## config.mk

```make
export PLATFORM = sky130hd
export DESIGN_NAME = line_setup
export DESIGN_NICKNAME = d
export VERILOG_FILES = /design/src/rtl/line_setup.sv
export SDC_FILE = /design/constraint.sdc
export NUM_CORES = 1
export LEC_CHECK = 0
export ABC_AREA = 1
export BUFFER_PORTS_ARGS = -buffer_cell sky130_fd_sc_hd__clkbuf_2
export CAP_MARGIN = 10
export CELL_PAD_IN_SITES_DETAIL_PLACEMENT = 1
export CELL_PAD_IN_SITES_GLOBAL_PLACEMENT = 1
export CORE_MARGIN = 3
export CORE_UTILIZATION = 42
export CTS_CLUSTER_DIAMETER = 200
export DETAILED_ROUTE_END_ITERATION = 6
export MAX_ROUTING_LAYER = met4
export PLACE_DENSITY = 0.82
export SLEW_MARGIN = 20
export SYNTH_ARGS = -nofsm -noshare
export SYNTH_HDL_FRONTEND = slang
export SYNTH_SLANG_ARGS = --single-unit
```

## constraint.sdc

```tcl
create_clock -name clk -period 5.6 [get_ports clk]
set_clock_uncertainty 0.05 [all_clocks]
set_input_delay 1.12 -clock clk [delete_from_list [all_inputs] [get_ports clk]]
set_output_delay 1.12 -clock clk [all_outputs]
set_load 0.005 [all_outputs]
```

## src/rtl/line_setup.sv

```systemverilog
// line_setup: vector line setup stage feeding the Bresenham rasterizer.
// Takes one line (endpoints + intensity) and computes the absolute deltas,
// the major axis, the step directions and the Bresenham error terms. The
// result is held on a level-valid handshake until the rasterizer reports
// idle. All outputs are driven straight from flops.
//
// Optional feature macro: LINE_SETUP_CULL_EN
//   When defined, zero-length lines are dropped in SETUP and never
//   presented to the rasterizer.
//   When undefined, they are forwarded with denominator = 0.
module line_setup #(
  parameter int CW = 12,
  parameter int IW = 4
) (
  input  logic                 clk,
  input  logic                 rst_n,
  input  logic                 vecValid,
  output logic                 vecReady,
  input  logic [CW-1:0]        x0,
  input  logic [CW-1:0]        y0,
  input  logic [CW-1:0]        x1,
  input  logic [CW-1:0]        y1,
  input  logic [IW-1:0]        intensity,
  output logic                 lineValid,
  input  logic                 rastReady,
  output logic [CW:0]          denominator,
  output logic [CW-1:0]        startX,
  output logic [CW-1:0]        startY,
  output logic                 stepX,
  output logic                 stepY,
  output logic                 yMajor,
  output logic signed [CW+2:0] errInit,
  output logic signed [CW+2:0] errInc,
  output logic signed [CW+2:0] errDec,
  output logic [IW-1:0]        lineIntensity
);

  localparam int EW = CW + 3;

  typedef enum logic [1:0] {IDLE, CALC, SETUP, HOLD} state_e;

  state_e               state_q, state_d;
  logic [CW-1:0]        x0_q, x0_d, y0_q, y0_d, x1_q, x1_d, y1_q, y1_d;
  logic [IW-1:0]        int_q, int_d;
  logic [CW:0]          adx_q, adx_d, ady_q, ady_d;
  logic                 step_x_q, step_x_d, step_y_q, step_y_d;
  logic [CW:0]          den_q, den_d;
  logic                 y_major_q, y_major_d;
  logic signed [EW-1:0] err_init_q, err_init_d;
  logic signed [EW-1:0] err_inc_q, err_inc_d;
  logic signed [EW-1:0] err_dec_q, err_dec_d;
  logic                 line_valid_q, line_valid_d;
  logic                 vec_ready_q, vec_ready_d;

  // Scratch values used only inside the next-state logic.
  logic [CW:0]          dx, dy;
  logic                 y_maj;
  logic [CW:0]          major, minor;
  logic signed [EW-1:0] maj_s, min_s;
  logic                 zero_len;

  // Next-state and datapath computation for every register.
  always_comb begin
    // NOTE: every value gets a default first so no path can leave a
    // variable unassigned and infer a latch.
    state_d      = state_q;
    x0_d         = x0_q;
    y0_d         = y0_q;
    x1_d         = x1_q;
    y1_d         = y1_q;
    int_d        = int_q;
    adx_d        = adx_q;
    ady_d        = ady_q;
    step_x_d     = step_x_q;
    step_y_d     = step_y_q;
    den_d        = den_q;
    y_major_d    = y_major_q;
    err_init_d   = err_init_q;
    err_inc_d    = err_inc_q;
    err_dec_d    = err_dec_q;

    // Two's-complement deltas, one bit wider than a coordinate.
    dx       = {1'b0, x1_q} - {1'b0, x0_q};
    dy       = {1'b0, y1_q} - {1'b0, y0_q};
    // A tie between the deltas selects x-major.
    y_maj    = (ady_q > adx_q);
    major    = y_maj ? ady_q : adx_q;
    minor    = y_maj ? adx_q : ady_q;
    // Both magnitudes are non-negative, so zero-extension is the sign
    // extension; two extra bits leave room for 2*minor without overflow.
    maj_s    = signed'({2'b00, major});
    min_s    = signed'({2'b00, minor});
    zero_len = (adx_q == '0) && (ady_q == '0);

    unique case (state_q)
      IDLE: begin
        if (vecValid) begin
          x0_d    = x0;
          y0_d    = y0;
          x1_d    = x1;
          y1_d    = y1;
          int_d   = intensity;
          state_d = CALC;
        end
      end
      CALC: begin
        adx_d    = dx[CW] ? (~dx + 1'b1) : dx;
        ady_d    = dy[CW] ? (~dy + 1'b1) : dy;
        step_x_d = dx[CW];
        step_y_d = dy[CW];
        state_d  = SETUP;
      end
      SETUP: begin
        y_major_d  = y_maj;
        den_d      = major;
        err_init_d = min_s + min_s - maj_s;
        err_inc_d  = min_s + min_s;
        err_dec_d  = min_s + min_s - maj_s - maj_s;
`ifdef LINE_SETUP_CULL_EN
        state_d    = zero_len ? IDLE : HOLD;
`else
        state_d    = HOLD;
`endif
      end
      HOLD: begin
        // lineValid is high throughout HOLD, so rastReady alone completes
        // the transfer here.
        if (rastReady) state_d = IDLE;
      end
      default: state_d = IDLE;
    endcase

    // Handshake flags follow the next state so they come straight from flops.
    line_valid_d = (state_d == HOLD);
    vec_ready_d  = (state_d == IDLE);
  end

`ifndef LINE_SETUP_CULL_EN
  // The zero-length flag only steers the cull path; this keeps it read
  // in the default build.
  logic unused_zero_len;
  assign unused_zero_len = zero_len;
`endif

  // State and output registers; reset discards any line in flight.
  // NOTE: the reset is asynchronous, so an in-flight line is cleared at
  // once, without waiting for a clock edge.
  always_ff @(posedge clk or negedge rst_n) begin
    if (!rst_n) begin
      state_q      <= IDLE;
      x0_q         <= '0;
      y0_q         <= '0;
      x1_q         <= '0;
      y1_q         <= '0;
      int_q        <= '0;
      adx_q        <= '0;
      ady_q        <= '0;
      step_x_q     <= 1'b0;
      step_y_q     <= 1'b0;
      den_q        <= '0;
      y_major_q    <= 1'b0;
      err_init_q   <= '0;
      err_inc_q    <= '0;
      err_dec_q    <= '0;
      line_valid_q <= 1'b0;
      vec_ready_q  <= 1'b1;
    end else begin
      // NOTE: non-blocking assignments make every flop sample pre-edge values.
      state_q      <= state_d;
      x0_q         <= x0_d;
      y0_q         <= y0_d;
      x1_q         <= x1_d;
      y1_q         <= y1_d;
      int_q        <= int_d;
      adx_q        <= adx_d;
      ady_q        <= ady_d;
      step_x_q     <= step_x_d;
      step_y_q     <= step_y_d;
      den_q        <= den_d;
      y_major_q    <= y_major_d;
      err_init_q   <= err_init_d;
      err_inc_q    <= err_inc_d;
      err_dec_q    <= err_dec_d;
      line_valid_q <= line_valid_d;
      vec_ready_q  <= vec_ready_d;
    end
  end

  assign vecReady      = vec_ready_q;
  assign lineValid     = line_valid_q;
  assign denominator   = den_q;
  assign startX        = x0_q;
  assign startY        = y0_q;
  assign stepX         = step_x_q;
  assign stepY         = step_y_q;
  assign yMajor        = y_major_q;
  assign errInit       = err_init_q;
  assign errInc        = err_inc_q;
  assign errDec        = err_dec_q;
  assign lineIntensity = int_q;

endmodule

```

# --- Word-level counts from Yosys, hierarchy flattened ---
# Cells that the tools add are included.
word_totals:
  register_bits: 143
  latch_bits: 0
  mem_bits_rw: 0
  mem_bits_ro: 0
  inputBits: 56
  out_inout_bits: 91
  wordCells: 41
  memories: 0
classes:
  n_addsub: 7
  n_mul: 0
  n_div: 0
  magnitude_cmp: 1
  eq_ne: 4
  shift: 0
  muxes: 7
  bitwise_logic: 2
  reduce_logical: 3
op_table:
  columns: ["cell", "count"]
  rows:
  - ["$mux 13", 4]
  - ["$add 13x1->13 const B", 2]
  - ["$not 13->13", 2]
  - ["$sub 12x12->13", 2]
  - ["$sub 14x13->15", 1]
  - ["$sub 15x14->15", 1]
  - ["$add 13x13->14", 1]
  - ["$gt 13x13->1", 1]
  - ["$pmux 2 s4", 1]
  - ["$eq 2x2->1 const B", 3]
  - ["$logic_not 2->1", 2]
  - ["$mux 2", 2]
  - ["$eq 2x1->1 const B", 1]
  - ["$reduce_and 2->1", 1]

# --- Logic depth before layout (Yosys ltp) ---
depth:
  depth_word: 5
  mapped_depth: 35
  ltp_nobuf: 34

# --- Worst setup path after synthesis ---
# No wires, ideal clock.
synth_path:
  kind: "register to register"
  start: "reg adx_q[12]"
  end: "reg err_dec_q[13] (netlist: errDec[13])"
  setup_time_ns: 0.066
  arrival_time_ns: 4.250
  required_time_ns: 5.484
  path_slack_ns: 1.234
  stages_incl_launch_ff: 32
  n_path_buf: 2
  period_less_slack_ns: 4.366
  cell_sequence: "dfrtp_1 > inv_1 > ha_1 > nand2_2 > inv_1 > nand2_1 > nand2_1 > a21oi_1 > nand2_4 > nand2_2 > buf_6 > clkbuf_1 > nand2_1 > o21ai_0 > ha_1 > a21oi_1 > nor2_1 > a211oi_1 > nand2_4 > a21boi_4 > o21ai_4 > nand2_2 > nand3_1 > and2_1 > ha_1 > a21oi_1 > o21ai_0 > a21oi_1 > nand2_1 > o21ai_0 > nand2_1 > nand2_1"
synth_via:
  elab_chain_cells: 5
  word_cells_on_any_way: 6
  cone_classes: "add/sub (3); order compare (1); mux (2)"
synth_lines:
  columns: ["item", "line_no", "rtl"]
  rows:
  - ["start, declared", "45", "logic [CW:0] adx_q, adx_d, ady_q, ady_d;"]
  - ["start signal, assigned", "156", "adx_q <= '0;"]
  - ["start signal, assigned", "175", "adx_q <= adx_d;"]
  - ["$gt 13x13->1", "86", "y_maj = (ady_q > adx_q);"]
  - ["$mux 13", "88", "minor = y_maj ? adx_q : ady_q;"]
  - ["$add 13x13->14", "118", "err_dec_d = min_s + min_s - maj_s - maj_s;"]
  - ["$sub 14x13->15", "118", null]
  - ["$sub 15x14->15 *", "118", null]
  - ["end signal, assigned", "183", "err_dec_q <= err_dec_d;"]
  - ["end, declared", "51", "logic signed [EW-1:0] err_dec_q, err_dec_d;"]
# Mark *: on every way between the ends. The rest lies on a longest branch, timed or not.
# A chain may end at the register's enable or synchronous reset.

# --- Worst setup path in the final report ---
layout_path:
  start: "reg ady_q[11]"
  end: "reg err_dec_q[14] (netlist: errDec[14])"
layout_via:
  elab_chain_cells: 5
  word_cells_on_any_way: 6
  cone_classes: "add/sub (3); order compare (1); mux (2)"
layout_lines:
  columns: ["item", "line_no", "rtl"]
  rows:
  - ["start, declared", "45", null]
  - ["start signal, assigned", "176", "ady_q <= ady_d;"]
  - ["$gt 13x13->1", "86", null]
  - ["$mux 13", "88", null]
  - ["net minor[5]", "58", "logic [CW:0] major, minor;"]
  - ["$add 13x13->14", "118", null]
  - ["$sub 14x13->15", "118", null]
  - ["$sub 15x14->15", "118", null]
# The timed path passes the listed nets, and every way through them passes these cells.

==> reports/results.ini <==
[yosys]
synth_top_cells_by_area = sky130_fd_sc_hd__dfrtp_1 41%, sky130_fd_sc_hd__nand2_1 13%, sky130_fd_sc_hd__ha_1 9.1%
post_synth_instance_area_um2 = 8490
sequential_fraction_of_the_synthesis_area = 0.410
ys.flop_type = sky130_fd_sc_hd__dfrtp_1
postSynthCellCount = 1047
synth.lib_cells_used.distinct = 46
synth.top_cell.area_share = 0.407
syn_avg_cell_area_um2 = 8.11
synth_seq_cells = 139
synth.cells.most_frequent = 288 x sky130_fd_sc_hd__nand2_1, 138 x sky130_fd_sc_hd__dfrtp_1, 119 x sky130_fd_sc_hd__inv_1, 81 x sky130_fd_sc_hd__o21ai_0, 70 x sky130_fd_sc_hd__a21oi_1
synth_async_sr_flop_share = 1.00
synth_top_area_cell = sky130_fd_sc_hd__dfrtp_1
synth_enable_flop_cells = 0
synth.yosys.warnings = 0
post-synth-top-count-cell = sky130_fd_sc_hd__nand2_1

[route]
drc = 0
detail-route-antenna-nets = 0
first_iter_violations = 222
routedWlPerCell_um = 15.2
via_per_inst = 4.99
vias = 7302
wl_mm = 22.3
drtPass1Iterations = 5

[sta]
clock_period_minus_final_worst_setup_slack_ps = 5100
max_slew.worst_pin.slew_ps = 1050
grt_setup_unrepaired = false
final_hold_viol_count = 0
worst_slew_margin_rel = 0.290
hold_slack_ps = 427
maxSlewViolCount = 0
min_period_over_period = 0.911
setup_viol_count_final = 0
final.setup.tns_ps = 0
fmaxAchievable_mhz = 196

[placed_design]
gp_congestion = 0.895
count_of_input_and_output_buffers = 143
dp_hpwl_mm = 16.9

[floorplan]
fp.coreArea_um2 = 19700
die_x_um = 148
initial_core_util = 0.432
io-pin-count = 147
rows = 51
die-area_um2 = 22000
dieHeight_um = 148

[layout]
ff_latch_area_um2 = 3480
share_of_layout_cells_above_drive_strength_1 = 0.217
fillerInstances = 2496
syn2layout_area_growth_pct = 19.1
insertedDiodeCount = 0
utilization = 0.515
final_net_count = 1306
combined_area_of_the_multi_input_logic_cells_um2 = 4430

[setup_path]
critical-path-max-stage-delay_ps = 490
critPathMostFrequentCell = sky130_fd_sc_hd__nand2_1
timing.critical_path.required_ps = 5910
criticalPathCategory = flip-flop to flip-flop
slowest_cell_on_the_critical_path = sky130_fd_sc_hd__a211oi_1
worst_path_maximum_fanout = 34
cp_data_arrival_time_ps = 5410
worstPathBufferInverterCount = 1
timing.critical_path.to_type = flip-flop
crit_path_start_kind = flip-flop
critPathTopFamily = compound AO/OA/AOI/OAI gates

[clock_tree]
cts_inserted_buffers = 17
cts_tree = done
cts.sinks = 139
cts.reportedPaths.clkPinSlew_ps = 60
clock_latency_of_the_later_clocked_register_in_the_worst_skew_pair_ps = 430
clockRootBuffer = sky130_fd_sc_hd__clkbuf_16
ctsHtreeMaxLevel = 4
cts_hold_repair.buffers = 0
cts_setup_buffers = 0
cts-root-to-sink-buffers = 2

[min_path]
timing.hold.worst.class = flip-flop to flip-flop

[global_route]
grt_util_all_layers = 0.216
grt_max_degree = 97
grt_first_pass_wirelength_mm = 37.4
vias_in_the_first_global_route = 7694
gr-total-overflow = 0
antenna_found_initial = 0

[run_status]
status = completed

[job]
drv_cap = 0

==> per-layer routing <==
metal	vias up	share of wire	track usage
li1	3657	-	-
met1	3480	0.47	0.278
met2	137	0.48	0.353
met3	28	0.036	0.0390
met4	0	0.019	0.0577
met5	-	0	-
==> timing repair <==
action,CTS,global route
gates resized for setup,0,1
endpoints found under the hold margin,0,0
endpoints found under the setup margin,0,1
==> cell type report <==
cell class,instances,share of cell area
Multi-Input combinational cell,753,0.438
Sequential cell,139,0.344
Clock inverter,12,0.0162
Timing Repair Buffer,151,0.0773
Tap cell,265,0.0328
Inverter,124,0.0460
Clock buffer,20,0.0452
==> cell usage in the layout, fill, tap and decap left out, types with 2 or more instances in the layout <==
master and n:
sky130_fd_sc_hd__a211oi_1 2, sky130_fd_sc_hd__a21oi_1 70, sky130_fd_sc_hd__a31oi_1 2, sky130_fd_sc_hd__and2_1 2, sky130_fd_sc_hd__buf_4 8, sky130_fd_sc_hd__bufinv_16 3
sky130_fd_sc_hd__clkbuf_16 17, sky130_fd_sc_hd__clkbuf_2 142, sky130_fd_sc_hd__clkbuf_8 2, sky130_fd_sc_hd__clkinv_4 5, sky130_fd_sc_hd__conb_1 3, sky130_fd_sc_hd__dfrtp_1 138
sky130_fd_sc_hd__fa_1 2, sky130_fd_sc_hd__ha_1 62, sky130_fd_sc_hd__inv_1 119, sky130_fd_sc_hd__inv_2 5, sky130_fd_sc_hd__inv_6 2, sky130_fd_sc_hd__mux2_2 28
sky130_fd_sc_hd__nand2_1 288, sky130_fd_sc_hd__nand2_2 9, sky130_fd_sc_hd__nand2_4 6, sky130_fd_sc_hd__nand3_1 44, sky130_fd_sc_hd__nand4_1 7, sky130_fd_sc_hd__nor2_1 49
sky130_fd_sc_hd__nor2_4 3, sky130_fd_sc_hd__nor3_1 8, sky130_fd_sc_hd__nor3b_1 2, sky130_fd_sc_hd__o211ai_1 2, sky130_fd_sc_hd__o21ai_0 81, sky130_fd_sc_hd__o21ai_1 5
sky130_fd_sc_hd__o21ai_2 2, sky130_fd_sc_hd__o21ai_4 2, sky130_fd_sc_hd__o21bai_1 3, sky130_fd_sc_hd__o221ai_1 2, sky130_fd_sc_hd__or2_2 11, sky130_fd_sc_hd__xnor2_1 13
sky130_fd_sc_hd__xor2_1 33, sky130_fd_sc_hd__xor2_2 2
==> state kept, by name, summed over array words and instances (netlist names), 4 cells and up <==
name / cells
errDec: 14
x1_q: 12
errInit: 14
lineIntensity: 4
startX: 12
adx_q: 13
ady_q: 13
denominator: 13
y1_q: 12
errInc: 13
startY: 12
==> worst min-delay path, delay by kind of cell (launching register included) <==
| kind | cells | cell delay, ps |
|---|---|---|
| and+or+nand+nor | 2 | 100 |
| DFF | 1 | 340 |
==> logic make-up after synthesis <==
group	after synthesis	share of synthesized area
AOI/OAI and AO/OA	176	0.115
xor gates and xnor gates	48	0.0513
adders and majority gates	64	0.0961
buffers and inverters	157	0.0720
DFF	139	0.410
muxes	28	0.0371
other	1	0.000442
and+or+nand+nor	434	0.218
==> through the flow <==
stage               instances  setup slack [ps]  instance area, µm²
floorplan                1049              1230                8500
global placement         1432               649                9490
detailed placement       1432               485                9490
CTS                      1464               379               10100
global route             1464               127               10100
finish                   1464               498               10100
==> worst paths after layout <==
path                            startpoint          to  slack [ps]  cells past startpoint
worst max-delay path             ady_q[11]  errDec[14]         500                     27
worst min register to register  errInc[11]  errInc[11]         430                      2
worst max register to register   ady_q[11]  errDec[14]         500                     27
max in group asynchronous            rst_n  errInc[12]        3680                      2
worst min-delay path            errInc[11]  errInc[11]         430                      2
min in group asynchronous            rst_n   errInc[1]         730                      1
Power is left out: the tool's default activity adds up to more than one toggle a clock period on the data nets, which glitch-free logic cannot reach.
